**src/rtl/pc_pkg.sv**
```systemverilog
// Shared types and encodings for the fetch-PC generator.
package pc_pkg;

  typedef enum logic [1:0] {
    ST_RUN       = 2'd0,
    ST_WAIT_BR   = 2'd1,
    ST_WAIT_XRET = 2'd2
  } state_e;

  localparam logic [1:0] PRIV_M = 2'b11;
  localparam logic [1:0] PRIV_S = 2'b01;
  localparam logic [1:0] PRIV_U = 2'b00;

  localparam logic [6:0] OP_JAL    = 7'b1101111;
  localparam logic [6:0] OP_JALR   = 7'b1100111;
  localparam logic [6:0] OP_BRANCH = 7'b1100011;

  localparam logic [31:0] INST_MRET  = 32'h3020_0073;
  localparam logic [31:0] INST_SRET  = 32'h1020_0073;
  localparam logic [31:0] INST_ECALL = 32'h0000_0073;
  localparam logic [31:0] INST_UNIMP = 32'hc000_1073;

endpackage

```
**src/rtl/pc_unit_trap_target_calc.sv**
```systemverilog
// Trap destination: picks M or S from delegation, then direct or vectored entry from tvec.
module trap_target_calc
  import pc_pkg::*;
#(
  parameter int XLEN = 64
) (
  input  logic            deleg_bit,
  input  logic [1:0]      priv,
  input  logic            trap_is_irq,
  input  logic [5:0]      trap_cause,
  input  logic [XLEN-1:0] mtvec,
  input  logic [XLEN-1:0] stvec,
  output logic [XLEN-1:0] target_pc,
  output logic [1:0]      target_priv,
  output logic            target_s
);

  logic [XLEN-1:0] tvec;
  logic [XLEN-1:0] base;

  always_comb begin
    // A trap taken from M never drops into S, whatever the delegation bit says.
    target_s    = deleg_bit && (priv != PRIV_M);
    target_priv = target_s ? PRIV_S : PRIV_M;
    tvec        = target_s ? stvec : mtvec;
    base        = {tvec[XLEN-1:2], 2'b00};
    target_pc   = base;
    if ((tvec[1:0] == 2'b01) && trap_is_irq) begin
      target_pc = base + {{(XLEN-8){1'b0}}, trap_cause, 2'b00};
    end
  end

endmodule

```
**src/rtl/pc_unit.sv**
```systemverilog
// Fetch-PC generator: holds on unresolved control flow, redirects on branch/trap/xRET.
//   state        | meaning
//   ST_RUN       | sequential fetch, pc advances by 4 unless stalled or held
//   ST_WAIT_BR   | jump/branch fetched, pc held until br_resolve
//   ST_WAIT_XRET | MRET/SRET fetched, pc held until xret_commit
module pc_unit
  import pc_pkg::*;
#(
  parameter int              XLEN       = 64,
  parameter logic [XLEN-1:0] RESET_PC   = '0,
  parameter int              HOLD_LIMIT = 15
) (
  input  logic            clk,
  input  logic            rst,
  input  logic            stall,
  input  logic [31:0]     inst,
  input  logic            inst_valid,
  input  logic            br_resolve,
  input  logic [XLEN-1:0] br_target,
  input  logic            trap_commit,
  input  logic            trap_is_irq,
  input  logic [5:0]      trap_cause,
  input  logic            xret_commit,
  input  logic            xret_is_sret,
  input  logic            deleg_bit,
  input  logic [XLEN-1:0] mtvec,
  input  logic [XLEN-1:0] stvec,
  input  logic [XLEN-1:0] mepc,
  input  logic [XLEN-1:0] sepc,
  input  logic [1:0]      mpp,
  input  logic            spp,
  output logic [XLEN-1:0] pc,
  output logic [1:0]      priv,
  output logic            trap_to_s,
  output logic            hold_timeout
);

  localparam int              CW        = $clog2(HOLD_LIMIT + 1);
  localparam logic [CW-1:0]   HOLD_INIT = CW'(HOLD_LIMIT);
  localparam logic [XLEN-1:0] PC_STEP   = {{(XLEN-3){1'b0}}, 3'd4};

  state_e          state_q, state_d;
  logic [XLEN-1:0] pc_q, pc_d;
  logic [1:0]      priv_q, priv_d;
  logic [CW-1:0]   hold_q, hold_d;
  logic            trap_to_s_q, trap_to_s_d;
  logic            timeout_q, timeout_d;

  logic [XLEN-1:0] trap_pc;
  logic [1:0]      trap_priv;
  logic            trap_s;
  logic            redirect;
  logic            unused_low_bits;

  // IALIGN=32: the low two bits of redirect targets never reach the PC.
  assign unused_low_bits = ^{br_target[1:0], mepc[1:0], sepc[1:0]};

  trap_target_calc #(.XLEN(XLEN)) u_trap_calc (
    .deleg_bit   (deleg_bit),
    .priv        (priv_q),
    .trap_is_irq (trap_is_irq),
    .trap_cause  (trap_cause),
    .mtvec       (mtvec),
    .stvec       (stvec),
    .target_pc   (trap_pc),
    .target_priv (trap_priv),
    .target_s    (trap_s)
  );

  always_comb begin
    state_d     = state_q;
    pc_d        = pc_q;
    priv_d      = priv_q;
    hold_d      = hold_q;
    trap_to_s_d = 1'b0;
    timeout_d   = timeout_q;
    redirect    = 1'b0;

    if (trap_commit) begin
      pc_d        = trap_pc;
      priv_d      = trap_priv;
      trap_to_s_d = trap_s;
      redirect    = 1'b1;
    end else if (xret_commit) begin
      if (xret_is_sret) begin
        pc_d   = {sepc[XLEN-1:2], 2'b00};
        priv_d = spp ? PRIV_S : PRIV_U;
      end else begin
        pc_d   = {mepc[XLEN-1:2], 2'b00};
        priv_d = mpp;
      end
      redirect = 1'b1;
    end else if (br_resolve && (state_q == ST_WAIT_BR)) begin
      pc_d     = {br_target[XLEN-1:2], 2'b00};
      redirect = 1'b1;
    end

    if (redirect) begin
      state_d = ST_RUN;
      hold_d  = HOLD_INIT;
    end else if (state_q == ST_RUN) begin
      if (!stall) begin
        if (inst_valid && (inst[6:0] inside {OP_JAL, OP_JALR, OP_BRANCH})) begin
          state_d = ST_WAIT_BR;
        end else if (inst_valid && ((inst == INST_MRET) || (inst == INST_SRET))) begin
          state_d = ST_WAIT_XRET;
        end else if (!(inst_valid && ((inst == INST_ECALL) || (inst == INST_UNIMP)))) begin
          pc_d = pc_q + PC_STEP;
        end
      end
    end else begin
      // Remaining-cycles down-counter; hitting zero flags the timeout but keeps waiting.
      if (hold_q != '0) hold_d = hold_q - 1'b1;
      if (hold_d == '0) timeout_d = 1'b1;
    end
  end

  always_ff @(posedge clk) begin
    if (rst) begin
      state_q     <= ST_RUN;
      pc_q        <= RESET_PC;
      priv_q      <= PRIV_M;
      hold_q      <= HOLD_INIT;
      trap_to_s_q <= 1'b0;
      timeout_q   <= 1'b0;
    end else begin
      state_q     <= state_d;
      pc_q        <= pc_d;
      priv_q      <= priv_d;
      hold_q      <= hold_d;
      trap_to_s_q <= trap_to_s_d;
      timeout_q   <= timeout_d;
    end
  end

  assign pc           = pc_q;
  assign priv         = priv_q;
  assign trap_to_s    = trap_to_s_q;
  assign hold_timeout = timeout_q;

endmodule

```
**config.mk**
```make
export PLATFORM = sky130hd
export DESIGN_NAME = pc_unit
export DESIGN_NICKNAME = d
export VERILOG_FILES = /design/src/rtl/pc_pkg.sv /design/src/rtl/pc_unit_trap_target_calc.sv /design/src/rtl/pc_unit.sv
export SDC_FILE = /design/constraint.sdc
export NUM_CORES = 1
export LEC_CHECK = 0
export CAP_MARGIN = 10
export CORE_AREA = 2 2 169 171
export DETAILED_ROUTE_END_ITERATION = 10
export DIE_AREA = 0 0 171 173
export PLACE_DENSITY = 0.76
export RECOVER_POWER = 25
export SLEW_MARGIN = 10
export SYNTH_ARGS = -nofsm -noshare
export SYNTH_HDL_FRONTEND = slang
export SYNTH_SLANG_ARGS = --single-unit
```
**constraint.sdc**
```tcl
create_clock -name clk -period 4.5 [get_ports clk]
set_input_delay 0.675 -clock clk [delete_from_list [all_inputs] [get_ports clk]]
set_output_delay 0.675 -clock clk [all_outputs]
set_load 0.1 [all_outputs]
```
# Word-level counts from Yosys, hierarchy flattened

Cells that the tools add are included.

Register bits after elaboration: 74
Input bits: 371
Output and inout port bits: 68
Memories: 0
RAM bits: 0
Latch bits: 0
Word-level logic and storage cells: 66
ROM bits: 0

Reductions and logical operators: 18
Multipliers: 0
Div/mod/pow operators: 0
Shift-type cells: 0
Equality and inequality tests: 10
Add/subtract/negate cells: 3
Bitwise gates (word level): 4
Magnitude comparators: 0
Multiplexer cells: 25

Operator list:

| cell                  | number |
|---|---|
| $mux 64               | 12 |
| $add 64x3->64 const B | 1 |
| $add 64x8->64         | 1 |
| $eq 32x29->1 const B  | 1 |
| $eq 32x30->1 const B  | 1 |
| $eq 32x32->1 const B  | 1 |
| $eq 32x7->1 const B   | 1 |
| $eq 7x7->1 const B    | 3 |
| $mux 2                | 6 |
| $mux 4                | 3 |
| $logic_and 1x1->1     | 6 |
| $reduce_and 3->1      | 2 |
| $eq 2x1->1 const B    | 2 |
| $logic_not 4->1       | 1 |
| $mux 1                | 4 |
| $not 1->1             | 4 |
| $reduce_bool 2->1     | 2 |
| $reduce_bool 4->1     | 1 |
| $reduce_or 2->1       | 2 |
| $sub 4x1->4 const B   | 1 |
| $reduce_bool 3->1     | 1 |
| $logic_not 2->1       | 1 |
| $logic_or 1x1->1      | 2 |
| $ne 2x2->1 const B    | 1 |

# Logic depth before layout (Yosys ltp)

Gate-level depths: netlist of the first run.

Depth in word-level cells: 13
Gate-level depth with buffers: 19
Gate-level depth less buffers: 13

# Hierarchy

Synthesis of the first run repeated with hierarchy kept, for this count alone.

Cells, all modules: 1296
Area total of the unflattened synthesis: 9520.4 um^2

By module, submodules not included:

| module           | sequential area each (um^2) | cells an instance | area an instance (um^2) | instances |
|---|---|---|---|---|
| pc_unit          | 1481.4                      | 846               | 6432.4                  | 1 |
| trap_target_calc | 0.0                         | 450               | 3088.0                  | 1 |

# Worst setup path after synthesis of the first run

OpenSTA, ideal clock, no wires.

Path type: register to register
From: register priv_q[0] (netlist: priv[0])
To: register pc_q[58] (netlist: pc[58])
Stages on the path, launching flop included: 20
Library setup time: 0.095 ns
Slack: -0.312 ns
Clock period less this slack: 4.812 ns
Path buffers: 6
Data required time: 4.405 ns
Arrival time: 4.717 ns
Path through: dfxtp_1 a21bo_1 buf_6 buf_2 buf_2 buf_2 buf_1 nand2_1 nand2_1 ha_1 inv_1 fa_1 nor2b_1 o31a_1 o221ai_2 or4_1 clkbuf_1 nor4_1 xor2_1 a221oi_1

Longest elaborated chain between the ends: 13
Elaborated cells between the ends (all ways): 14
Those cells by class: add/sub: 1; eq/ne: 2; mux: 9; reduce/logical: 2

Ends and longest elaborated chain:

| item                                                  | line                           | source |
|---|---|---|
| start, declared                                       | pc_unit.sv:44                  | `logic [1:0] priv_q, priv_d;` |
| start signal, assigned                                | pc_unit.sv:129                 | `priv_q <= priv_d;` |
| $ne 2x2->1 *                                          | pc_unit_trap_target_calc.sv:23 | `target_s = deleg_bit && (priv != PRIV_M);` |
| $logic_and 1x1->1 *                                   | pc_unit_trap_target_calc.sv:23 |  |
| $mux 64 *                                             | pc_unit_trap_target_calc.sv:25 | `tvec = target_s ? stvec : mtvec;` |
| branches (longest 2 deep; another with $add 64x8->64) | --                             |  |
| $mux 64 *                                             | pc_unit_trap_target_calc.sv:28 | `if ((tvec[1:0] == 2'b01) && trap_is_irq) begin` |
| $mux 64 *                                             | pc_unit.sv:79                  | `if (trap_commit) begin` |
| $mux 64                                               | pc_unit.sv:107                 | `end else if (!(inst_valid && ((inst == INST_ECALL) \|\| (inst == INST_UNIMP)))) begin` |
| $mux 64                                               | pc_unit.sv:105                 | `end else if (inst_valid && ((inst == INST_MRET) \|\| (inst == INST_SRET))) begin` |
| $mux 64                                               | pc_unit.sv:103                 | `if (inst_valid && (inst[6:0] inside {OP_JAL, OP_JALR, OP_BRANCH})) begin` |
| $mux 64                                               | pc_unit.sv:102                 | `if (!stall) begin` |
| $mux 64                                               | pc_unit.sv:101                 | `end else if (state_q == ST_RUN) begin` |
| $mux 64 *                                             | pc_unit.sv:98                  | `if (redirect) begin` |
| end signal, assigned                                  | pc_unit.sv:128                 | `pc_q <= pc_d;` |
| end, declared                                         | pc_unit.sv:43                  | `logic [XLEN-1:0] pc_q, pc_d;` |

Mark *: on every way between the ends.
A chain may end at the register's enable or synchronous reset.

# Final worst setup path of the first run

From: input deleg_bit
To: register pc_q[52] (netlist: pc[52])

Longest elaborated chain between the ends: 12
Elaborated cells between the ends (all ways): 13
Those cells by class: add/sub: 1; eq/ne: 1; mux: 9; reduce/logical: 2

Ends and longest elaborated chain:

| item                                                  | line                           | source |
|---|---|---|
| start, declared                                       | pc_unit.sv:25                  | `input logic deleg_bit,` |
| $logic_and 1x1->1 *                                   | pc_unit_trap_target_calc.sv:23 |  |
| $mux 64 *                                             | pc_unit_trap_target_calc.sv:25 |  |
| branches (longest 2 deep; another with $add 64x8->64) | --                             |  |
| $mux 64 *                                             | pc_unit_trap_target_calc.sv:28 |  |
| $mux 64 *                                             | pc_unit.sv:79                  |  |
| $mux 64                                               | pc_unit.sv:107                 |  |
| $mux 64                                               | pc_unit.sv:105                 |  |
| $mux 64                                               | pc_unit.sv:103                 |  |
| $mux 64                                               | pc_unit.sv:102                 |  |
| $mux 64                                               | pc_unit.sv:101                 |  |
| $mux 64 *                                             | pc_unit.sv:98                  |  |

Marked as above.

==> Implementation_results.wiki, run 1 <==
{| class="wikitable"
! Metric !! Value
|-
| Worst vdd ir || 0.200 mV
|-
| Initial DRC Count || 1,197
|-
| Count of endpoints failing hold in the final timing report || 0
|-
| Setup slack at placement || 0.0722 ns
|-
| Global-route wire length before repair || 67,400 um
|-
| Number of antenna violations at the first check in global routing || 3
|-
| FFs w/ async S/R, synth || 0%
|-
| Dominant combinational cell family by area after synthesis || simple AND/OR/NAND/NOR gates
|-
| Worst-path clk slew || 0.06 ns
|-
| Clock root buffer || clkbuf_16
|-
| Min-Delay Path Depth || 1
|-
| Top fanout value on the critical path || 7
|-
| Max transition margin || -76.7%
|-
| Filler instances || 2,714
|-
| Total nets after synthesis || 1,686
|-
| Via Count || 12,029
|-
| Bufs on Longest Clock Path || 2
|-
| Required time at the endpoint of the critical path || 4.69 ns
|-
| Core region area || 27,600 um^2
|-
| Critical path's largest stage delay || 0.73 ns
|-
| Endpoint of the lowest-slack register-to-register path || pc[52]
|-
| Setup CP Type || input port to flip-flop
|-
| Maximum number of pins on one net before global-route repair || 60
|-
| Total area of sequential cells || 1480 um^2
|-
| Placed Instances || 2,050
|-
| Crit-path slowest cell || or4b_1
|-
| Placement-stage cell area || 14,100 um^2
|-
| TritonCTS clock tree || built
|-
| Vert. Die Dim || 173 um
|-
| Ratio of routed vias to standard cells || 5.82
|-
| Area of the die || 29,600 um^2
|-
| Post-CTS setup buffer count || 0
|-
| Post-synthesis share of cell area spent on xor and xnor gates || 11.1%
|-
| Non-filler cells, final || 2,068
|-
| Post-synth EDFFs || 0
|-
| Total routing usage reported by global routing || 29.3%
|-
| Overall power || 0.00315 W
|-
| Min-delay worst type || flip-flop to flip-flop
|-
| # hold bufs at CTS || 0
|-
| Total number of yosys warnings || 0
|-
| Most used cell along the critical path || nand2_1
|-
| Adder and majority cell fraction of the synthesized area || 1.27%
|-
| Netlist cell types || 73
|-
| Sequence of cells on the critical path || clkdlybuf4s50_1, a21boi_4, nand2_1, nand2_1, ha_1, inv_1, fa_1, nor2b_1, o31a_1, o221ai_2, or4b_1, o21a_1, o21ai_0, a221oi_1
|-
| Synthesis-to-finish area growth || 52.9%
|-
| Post-DR wirelength/cell || 22.1 um
|-
| Simple-gate share of the synthesized area || 30.9%
|-
| Final net count || 2,063
|-
| Number of cells on the worst reg-to-reg path || 13
|-
| Sink count of the clock tree || 74
|-
| Tightest Pin Transition || 2.65 ns
|-
| Mux cell area share after synthesis || 12.2%
|-
| Nature of the critical path startpoint || input port
|-
| Synthesized flop and latch total || 74
|-
| I/O Buffers || 432
|-
| Setup TNS after final layout || 0 ns
|-
| Mean Syn Cell Area || 7.23 um^2
|-
| Cell row count || 61
|-
| Last weighted congestion value of the routability-driven placer || 0.941
|-
| Maximum frequency from static timing analysis || 243 MHz
|-
| Worst-case setup margin in the final layout || 0.378 ns
|-
| Number of nets with antenna violations after routing || 0
|-
| Instance count of the mapped netlist || 1,306
|-
| Total count of max-transition violations in the final report || 60
|-
| Sum of net half-perimeters after detailed placement || 36,900 um
|-
| # Max-Cap Violations || 1
|-
| Leakage || 5.17 nW
|-
| Synth Flop Type || dfxtp_1
|-
| Clock skew after layout || 0.0123 ns
|-
| Unrepaired setup endpoints after global routing || false
|-
| Total iterations of the first detailed-routing run || 5
|-
| H-tree lvl count || 3
|-
| Die Width || 171 um
|-
| Gates resized, CTS repair || 0
|-
| Clock latency on the worst-skew pair || 0.34 ns
|-
| Sort of element at the end of the critical path || flip-flop
|-
| Number of remaining DRC errors || 0
|-
| Vias in the first global route || 11,487
|-
| Crit share post-route || 91.6%
|-
| Launch point of the worst hold path || pc[1]
|-
| Critical path data arrival time || 4.31 ns
|-
| End of the worst hold path || pc[1]
|-
| TritonCTS buffer count || 9
|-
| Outcome || finished with violations
|-
| Total detailed-routing wirelength || 45,600 um
|-
| Number of failing setup endpoints in the final timing report || 0
|-
| Fraction of final layout cells with drive strength greater than 1 || 4.44%
|-
| Register-to-register setup slack || 0.80 ns
|-
| R2R Path Start || priv[1]
|-
| Final worst path period need || 4.12 ns
|-
| Overall overflow remaining after global route || 0
|-
| Final Instance Area || 14,400 um^2
|-
| Number of top-level pins || 439
|-
| Area occupied by multi-input gates || 7520 um^2
|-
| Failing checks || capacitance limit, slew limit
|-
| Pwr per Cell Area || 218 nW/um^2
|-
| Initial cell density of the core || 34.2%
|-
| Netlist area before placement || 9440 um^2
|-
| Area fraction in compound gates after synthesis || 24.0%
|-
| Share of synthesized area occupied by flip-flops and latches || 15.7%
|}
-- power by group --
group	total, W	leakage, nW	internal [W]	switching, W
Clock	0.000871	0.169	0.000573	0.000298
Combinational	0.00148	4.39	0.000601	0.000882
Sequential	0.000797	0.613	0.000708	0.0000893
Total	0.00315	5.17	0.00188	0.00127
-- layout by cell type, fill, tap and decap left out, types with 5 or more instances in the layout --
cell type	count
ha_1	8
clkdlybuf4s50_1	403
a31oi_1	8
nor2_1	70
nor3_1	43
and3_1	38
a21o_1	7
and4_1	14
inv_1	20
dlygate4sd3_1	25
a211oi_1	109
nor4_1	22
clkbuf_16	9
o221ai_1	8
or3_1	6
and2_1	50
dfxtp_1	72
nand3_1	77
a221oi_1	22
mux2i_1	104
xor2_1	59
a2111oi_0	9
o211ai_1	5
buf_4	29
nand2_1	134
o21ai_0	38
mux2_2	8
nand4_1	60
xnor2_1	61
a21oi_1	80
-- how the worst max path moves through the flow --
| stage | startpoint | to | cells past startpoint |
|---|---|---|---|
| global route | deleg_bit | pc[26] | 15 |
| CTS | deleg_bit | pc[58] | 14 |
| detailed placement | deleg_bit | pc[58] | 14 |
| floorplan | priv[0] | pc[58] | 19 |
| global placement | deleg_bit | pc[58] | 14 |
| finish | deleg_bit | pc[52] | 14 |
-- cell usage after synthesis, drive strengths merged (14+ instances only) --
cell type,number,area [um^2]
a211oi,109,818
a21oi,80,400
a221oi,23,208
and2,54,338
and3,38,238
and4,14,123
buf,23,110
clkbuf,70,263
dfxtp,74,1480
inv,20,75.1
mux2i,105,1060
nand2,134,503
nand3,77,385
nand4,60,375
nor2,70,263
nor3,43,215
nor4,24,165
o21ai,39,195
xnor2,61,534
xor2,59,517
-- state kept, by name, indices dropped and copies added, names as in the netlist --
signal        count
hold_q            4
hold_timeout      1
pc               64
priv              2
state_q           2
trap_to_s         1
-- cells by family after synthesis --
family / Yosys count
XOR/XNOR: 120
AND/OR/NAND/NOR: 549
adder cells (fa/ha/maj): 9
multiplexers: 113
flip-flops: 74
buffers and inverters: 113
AO/OA/AOI/OAI: 328
-- through the flow --
| step | hold slack (ns) | util [%] |
|---|---|---|
| 2_1_floorplan | 0.466 | - |
| 3_3_place_gp | 0.450 | 50.9 |
| 3_5_place_dp | 0.443 | 50.9 |
| 4_1_cts | 0.469 | 52.2 |
| 5_1_grt | 0.493 | 52.2 |
| 6_report | 0.464 | 52.2 |
-- cell type report --
class	instances	share of cell area [%]
sequential	74	10.3
antenna	2	0.0347
clock buffer	12	1.78
clock inverter	4	0.677
tap	378	3.28
timing repair buffer	459	31.3
multi-input combinational	1119	52.2
inverter	20	0.520
-- metal layers --
metal	up-vias	wire, um	GRT usage [%]
met5	-	11	0
met4	2	923	7.45
met3	61	3990	4.85
met2	650	20500	46.3
met1	5621	20200	41.0
li1	5695	-	-
-- critical path: cells and delay by family --
family                   cells  cell delay (ns)
AO/OA/AOI/OAI                6             1.42
AND/OR/NAND/NOR              4             1.05
adder cells (fa/ha/maj)      2             0.60
buffers and inverters        2             0.55
Power figures use the tool's default switching activity.
==> inputs of run 2 (changes only) <==
clock period = 3.5 ns   (was 4.5 ns; I/O delays follow)
==> Implementation_results.wiki, run 2 (same netlist as run 1, synthesis figures left out) <==
{| class="wikitable"
! Metric !! Value
|-
| Outcome || finished with violations
|-
| Failing checks || capacitance limit, slew limit
|-
| Register-to-register setup slack || 0.33 ns (-0.47 ns)
|-
| Commonest non-fill, non-tap cell in the layout || clkdlybuf4s50_1
|-
| Final core area utilization || 54.7% (+2.5 points)
|-
| H-tree lvl count || 3 (unchanged)
|-
| Count of endpoints failing hold in the final timing report || 0 (unchanged)
|-
| Via Count || 12,495 (+3.9%)
|-
| Power dissipated by switching net loads || 0.00169 W (+33%)
|-
| Maximum number of pins on one net before global-route repair || 72 (+20%)
|-
| Clock latency on the worst-skew pair || 0.35 ns (about the same)
|-
| Min-delay worst type || flip-flop to flip-flop
|-
| Placed Instances || 2,135 (+4.1%)
|-
| Last weighted congestion value of the routability-driven placer || 0.942 (about the same)
|-
| Leakage || 5.57 nW (+7.7%)
|-
| Number of failing setup endpoints in the final timing report || 0 (unchanged)
|-
| Number of remaining DRC errors || 0 (unchanged)
|-
| Final worst path period need || 3.24 ns
|-
| Number of cells on the worst reg-to-reg path || 14 (+1)
|-
| Vert. Die Dim || 173 um (unchanged)
|-
| Nature of the critical path startpoint || input port
|-
| Flip-flop count of the largest register after layout || 64 (unchanged)
|-
| Worst-path clk slew || 0.07 ns (about the same)
|-
| Number of nets with antenna violations after routing || 0 (unchanged)
|-
| I/O Buffers || 432 (unchanged)
|-
| Fraction of final layout cells with drive strength greater than 1 || 10.0% (+5.6 points)
|-
| Portion of total power attributed to combinational logic || 49.8% (+2.7 points)
|-
| Core region area || 27,600 um^2 (unchanged)
|-
| Number of antenna violations at the first check in global routing || 4 (+1)
|-
| Filler instances || 2,683 (-1.1%)
|-
| Top library cells by usage in the layout, fill and taps aside || clkdlybuf4s50_1 (403), nand2_1 (134), a211oi_1 (108)
|-
| Worst Setup EP || pc[56]
|-
| Total routing usage reported by global routing || 30.9% (+1.7 points)
|-
| Clock root buffer || clkbuf_16
|-
| R2R Path Start || priv[1]
|-
| Ratio of routed vias to standard cells || 5.80 (-0.32%)
|-
| TritonCTS buffer count || 9 (unchanged)
|-
| Crit share post-route || 92.5%
|-
| Area of the die || 29,600 um^2 (unchanged)
|-
| Total detailed-routing wirelength || 47,700 um (+4.7%)
|-
| Power share of the clock group || 24.3% (-3.3 points)
|-
| Final Instance Area || 15,100 um^2 (+4.7%)
|-
| Total count of max-transition violations in the final report || 24 (-60%)
|-
| Worst-case setup margin in the final layout || 0.263 ns (-0.115 ns)
|-
| Tightest Pin Transition || 1.54 ns (-1.11 ns)
|-
| Max transition margin || -2.73% (+74 points)
|-
| Worst vdd ir || 0.190 mV (-5.1%)
|-
| Number of top-level pins || 439 (unchanged)
|-
| Total iterations of the first detailed-routing run || 6 (+1)
|-
| # Max-Cap Violations || 1 (unchanged)
|-
| Setup slack at placement || -0.383 ns (-0.455 ns)
|-
| Top fanout value on the critical path || 7 (unchanged)
|-
| Pwr per Cell Area || 264 nW/um^2 (+21%)
|-
| Critical path data arrival time || 3.50 ns (-0.81 ns)
|-
| Clock skew after layout || 0.0114 ns (-0.000829 ns)
|-
| TritonCTS clock tree || built
|-
| Internal Dissipation || 0.00229 W (+22%)
|-
| Sort of element at the end of the critical path || flip-flop
|-
| # hold bufs at CTS || 0 (unchanged)
|-
| Placement-stage cell area || 14,800 um^2 (+5.5%)
|-
| Bufs on Longest Clock Path || 2 (unchanged)
|-
| Setup CP Type || input port to flip-flop
|-
| Sum of net half-perimeters after detailed placement || 39,000 um (+5.7%)
|-
| Relative contribution of sequential cells to total power || 25.9% (+0.6 points)
|-
| Final net count || 2,150 (+4.2%)
|-
| Launching instance or port of the critical path || mtvec[2]
|-
| Overall overflow remaining after global route || 0 (unchanged)
|-
| Synthesis-to-finish area growth || 60.1%
|-
| Non-filler cells, final || 2,155 (+4.2%)
|-
| Required time at the endpoint of the critical path || 3.76 ns (-0.93 ns)
|-
| Global-route wire length before repair || 71,000 um (+5.4%)
|-
| Endpoint of the lowest-slack register-to-register path || pc[56]
|-
| Sink count of the clock tree || 74 (unchanged)
|-
| Initial cell density of the core || 34.2% (unchanged)
|-
| Post-DR wirelength/cell || 22.1 um (+0.44%)
|-
| Unrepaired setup endpoints after global routing || false
|-
| Switching share of power || 42.5% (+2.2 points)
|-
| Vias in the first global route || 11,810 (+2.8%)
|-
| Initial DRC Count || 1,178 (-1.6%)
|-
| Maximum frequency from static timing analysis || 309 MHz
|-
| Die Width || 171 um (unchanged)
|-
| Cell row count || 61 (unchanged)
|}
-- run 2: cell types whose count changed in the layout (fill, tap and decap cells not counted), moves of 3 or more --
cell | before | now
buf_12 | 0 | 5
bufinv_16 | 3 | 0
nor3_1 | 43 | 40
a2111oi_0 | 9 | 4
clkbuf_1 | 2 | 23
dlygate4sd3_1 | 25 | 4
buf_4 | 29 | 107
a2111oi_2 | 1 | 5
-- run 2: critical path: stages --
cell,delay (ns)
clkdlybuf4s50_1,0.47
nand2_1,0.05
nand2_1,0.09
ha_2,0.19
inv_2,0.04
fa_2,0.34
nor2b_2,0.13
o31a_1,0.19
o221ai_2,0.14
or4b_1,0.49
buf_4,0.19
nor3b_1,0.24
xor2_1,0.11
a221oi_1,0.28
-- run 2: worst min path at each step --
| stage | to | cells past startpoint | startpoint | slack, ns |
|---|---|---|---|---|
| finish | pc[0] | 1 | pc[0] | 0.47 |
| global route | pc[0] | 1 | pc[0] | 0.48 |
| CTS | pc[1] | 1 | pc[1] | 0.48 |
| detailed placement | pc[0] | 1 | pc[0] | 0.46 |
| global placement | pc[1] | 1 | pc[1] | 0.45 |
| floorplan | hold_q[1] | 2 | hold_q[1] | 0.47 |
-- run 2: timing repair --
action / in CTS / in global routing
buffers inserted: 1 / 1
pin swaps: 1 / 7
resized for setup: 1 / 8
setup endpoints to repair: 3 / 44
-- run 2: cell type report --
cell class,count,area (um^2),share of cell area [%]
diodes,2,5.00,0.0331
flip-flops and latches,74,1490,9.85
multi-input cells,1119,7660,50.7
clock buffers,12,278,1.84
inverters,20,75.1,0.497
well taps,378,473,3.13
clock inverters,4,31.3,0.207
repair buffers,546,5100,33.7
-- run 2: layer usage --
metal | up-vias | GRT usage (%) | routed length (um) | share of wire, %
met5 | - | 0 | 25 | 0.052
met4 | 4 | 8.33 | 1070 | 2.3
met3 | 69 | 5.75 | 4780 | 10
met2 | 710 | 48.4 | 21400 | 45
met1 | 5830 | 43.3 | 20500 | 43
li1 | 5882 | - | - | -
-- run 2: per-stage QoR --
step	hold slack, ns	power (W)	TNS (ns)
6_report	0.473	0.00399	0
5_1_grt	0.482	0.00412	0
4_1_cts	0.477	0.00397	0
3_5_place_dp	0.460	0.00302	-12.36
3_3_place_gp	0.450	0.00301	-10.52
2_1_floorplan	0.466	0.00209	-1.44
-- run 2: power groups by stage --
stage,registers [W],clock network (W),logic (W)
2_1_floorplan,0.00148,0,0.000613
3_3_place_gp,0.00104,0,0.00196
3_5_place_dp,0.00105,0,0.00197
4_1_cts,0.00103,0.000967,0.00198
5_1_grt,0.00104,0.000997,0.00209
6_report,0.00103,0.000968,0.00198
==> inputs of run 3 (changes only) <==
REMOVE_ABC_BUFFERS = 1   (was unset)
SETUP_SLACK_MARGIN = 0.02   (was unset)
==> Implementation_results.wiki, run 3 (same netlist as run 1, synthesis figures left out) <==
{| class="wikitable"
! Metric !! Value
|-
| Clock skew after layout || 0.0126 ns (+0.00121 ns)
|-
| Initial DRC Count || 1,368 (+16%)
|-
| Required time at the endpoint of the critical path || 3.71 ns (-0.05 ns)
|-
| Final net count || 2,149 (-0.047%)
|-
| Worst-case setup margin in the final layout || 0.111 ns (-0.153 ns)
|-
| Vert. Die Dim || 173 um (unchanged)
|-
| Total detailed-routing wirelength || 48,600 um (+1.8%)
|-
| Tightest Pin Transition || 1.33 ns (-0.206 ns)
|-
| Filler instances || 2,638 (-1.7%)
|-
| Total count of max-transition violations in the final report || 0 (-100%)
|-
| Top library cells by usage in the layout, fill and taps aside || clkdlybuf4s50_1 (403), nand2_1 (134), a211oi_1 (109)
|-
| Number of cells on the worst reg-to-reg path || 16 (+2)
|-
| Min-Delay Path Depth || 1 (unchanged)
|-
| Worst-path clk slew || 0.06 ns (about the same)
|-
| Via Count || 12,505 (+0.080%)
|-
| Setup TNS after final layout || 0 ns (unchanged)
|-
| Setup CP Type || input port to flip-flop
|-
| Clock root buffer || clkbuf_16
|-
| Top fanout value on the critical path || 11 (+4)
|-
| Number of top-level pins || 439 (unchanged)
|-
| Total iterations of the first detailed-routing run || 6 (unchanged)
|-
| Count of endpoints failing hold in the final timing report || 0 (unchanged)
|-
| # hold bufs at CTS || 0 (unchanged)
|-
| Number of remaining DRC errors || 0 (unchanged)
|-
| Nature of the critical path startpoint || input port
|-
| Fin Hold WS || 0.454 ns (-0.0190 ns)
|-
| Launch point of the worst hold path || pc[1]
|-
| Initial cell density of the core || 34.2% (unchanged)
|-
| Sort of element at the end of the critical path || flip-flop
|-
| Last weighted congestion value of the routability-driven placer || 0.955 (+1.4%)
|-
| Maximum frequency from static timing analysis || 295 MHz (-4.5%)
|-
| Synthesis-to-finish area growth || 59.8%
|-
| # Max-Cap Violations || 0 (-1)
|-
| Overall overflow remaining after global route || 0 (unchanged)
|-
| Setup slack at placement || -0.672 ns (-0.289 ns)
|-
| Post-DR wirelength/cell || 22.6 um (+1.8%)
|-
| Crit share post-route || 96.8% (+4.4 points)
|-
| Commonest non-fill, non-tap cell in the layout || clkdlybuf4s50_1
|-
| Total routing usage reported by global routing || 31.2% (+0.24 points)
|-
| R2R Path Start || priv[1]
|-
| Critical path data arrival time || 3.60 ns (+0.10 ns)
|-
| Cell row count || 61 (unchanged)
|-
| Min-delay worst type || flip-flop to flip-flop
|-
| Die Width || 171 um (unchanged)
|-
| I/O Buffers || 432 (unchanged)
|-
| Max transition margin || 11.4% (+14 points)
|-
| Fraction of final layout cells with drive strength greater than 1 || 9.41% (-0.61 points)
|-
| Overall power || 0.00400 W (+0.36%)
|-
| Met3 Wirelength || 3720 um (-22%)
|-
| Global-route wire length before repair || 71,100 um (about the same)
|-
| Clock latency on the worst-skew pair || 0.35 ns (about the same)
|-
| Worst vdd ir || 0.223 mV (+17%)
|-
| Ratio of routed vias to standard cells || 5.81 (+0.13%)
|-
| Outcome || finished clean
|-
| Number of nets with antenna violations after routing || 0 (unchanged)
|-
| Top routing layer in use || met4
|-
| Sum of net half-perimeters after detailed placement || 39,500 um (+1.3%)
|-
| Maximum number of pins on one net before global-route repair || 81 (+13%)
|-
| Met2 routed wirelength || 22,500 um (+5.1%)
|-
| Vias in the first global route || 11,728 (-0.69%)
|-
| Wire length on met1 || 21,300 um (+4.2%)
|-
| Unrepaired setup endpoints after global routing || true
|-
| Area of the die || 29,600 um^2 (unchanged)
|-
| Final worst path period need || 3.39 ns (+0.153 ns)
|-
| Core region area || 27,600 um^2 (unchanged)
|-
| Bufs on Longest Clock Path || 2 (unchanged)
|-
| Leakage || 5.58 nW (+0.22%)
|-
| Sink count of the clock tree || 74 (unchanged)
|-
| TritonCTS buffer count || 9 (unchanged)
|-
| TritonCTS clock tree || built
|-
| Number of antenna violations at the first check in global routing || 2 (-2)
|-
| Flip-flop count of the largest register after layout || 64 (unchanged)
|-
| Launching instance or port of the critical path || mtvec[2]
|-
| Pwr per Cell Area || 265 nW/um^2 (+0.55%)
|-
| Number of failing setup endpoints in the final timing report || 0 (unchanged)
|-
| H-tree lvl count || 3 (unchanged)
|}
==> run 3: final timing paths <==
kind	slack [ns]	to
hold / removal	0.45	pc[1]
hold reg to reg	0.45	pc[1]
setup reg to reg	0.15	pc[35]
setup / recovery	0.11	pc[22]
==> run 3: where the power goes <==
part	internal, W	total [W]	leakage [nW]	switching (W)
Sequential	0.000910	0.00103	0.613	0.000123
Combinational	0.000833	0.00200	4.83	0.00117
Clock	0.000576	0.000964	0.142	0.000388
==> run 3: final cells by class <==
| cell class | count | area [um^2] | share of cell area, % |
|---|---|---|---|
| Clock buffer | 11 | 243 | 1.61 |
| Tap cell | 378 | 473 | 3.14 |
| Multi-Input combinational cell | 1119 | 7590 | 50.4 |
| Timing Repair Buffer | 545 | 5150 | 34.1 |
| Clock inverter | 5 | 62.6 | 0.415 |
| Inverter | 20 | 75.1 | 0.498 |
| Sequential cell | 74 | 1480 | 9.83 |
| Antenna cell | 2 | 5.00 | 0.0332 |
==> run 3: critical path, cell delays in order <==
cell and delay [ns]:
clkdlybuf4s50_1 0.50, nand2_1 0.06, nand2_1 0.08, ha_1 0.17
inv_1 0.06, fa_2 0.36, nor2b_2 0.15, o31a_1 0.23
o221ai_2 0.16, buf_4 0.21, a2111oi_1 0.39, buf_4 0.19
xnor2_1 0.08, a222oi_1 0.37, nor2_1 0.06
==> run 3: repair_timing <==
item                                    4_1_cts  5_1_grt
buffers inserted                              0        1
hold endpoints to repair                      0        0
endpoints found under the setup margin       30       17
gates resized for setup                       5       15
pin swaps                                     0        4
==> run 3: metrics by stage <==
stage	std cells	utilization [%]	instance area [um^2]
final	2154	54.6	15100
after global routing	2154	54.6	15100
after CTS	2152	54.5	15100
after detailed placement	2136	53.4	14700
after global placement	2136	53.4	14700
after floorplan	1213	-	9060
==> run 3: per-layer routing <==
layer	global-route usage [%]	vias to the layer above
met5	0	-
met4	8.12	0
met3	3.16	58
met2	50.3	645
met1	44.1	5916
li1	-	5886
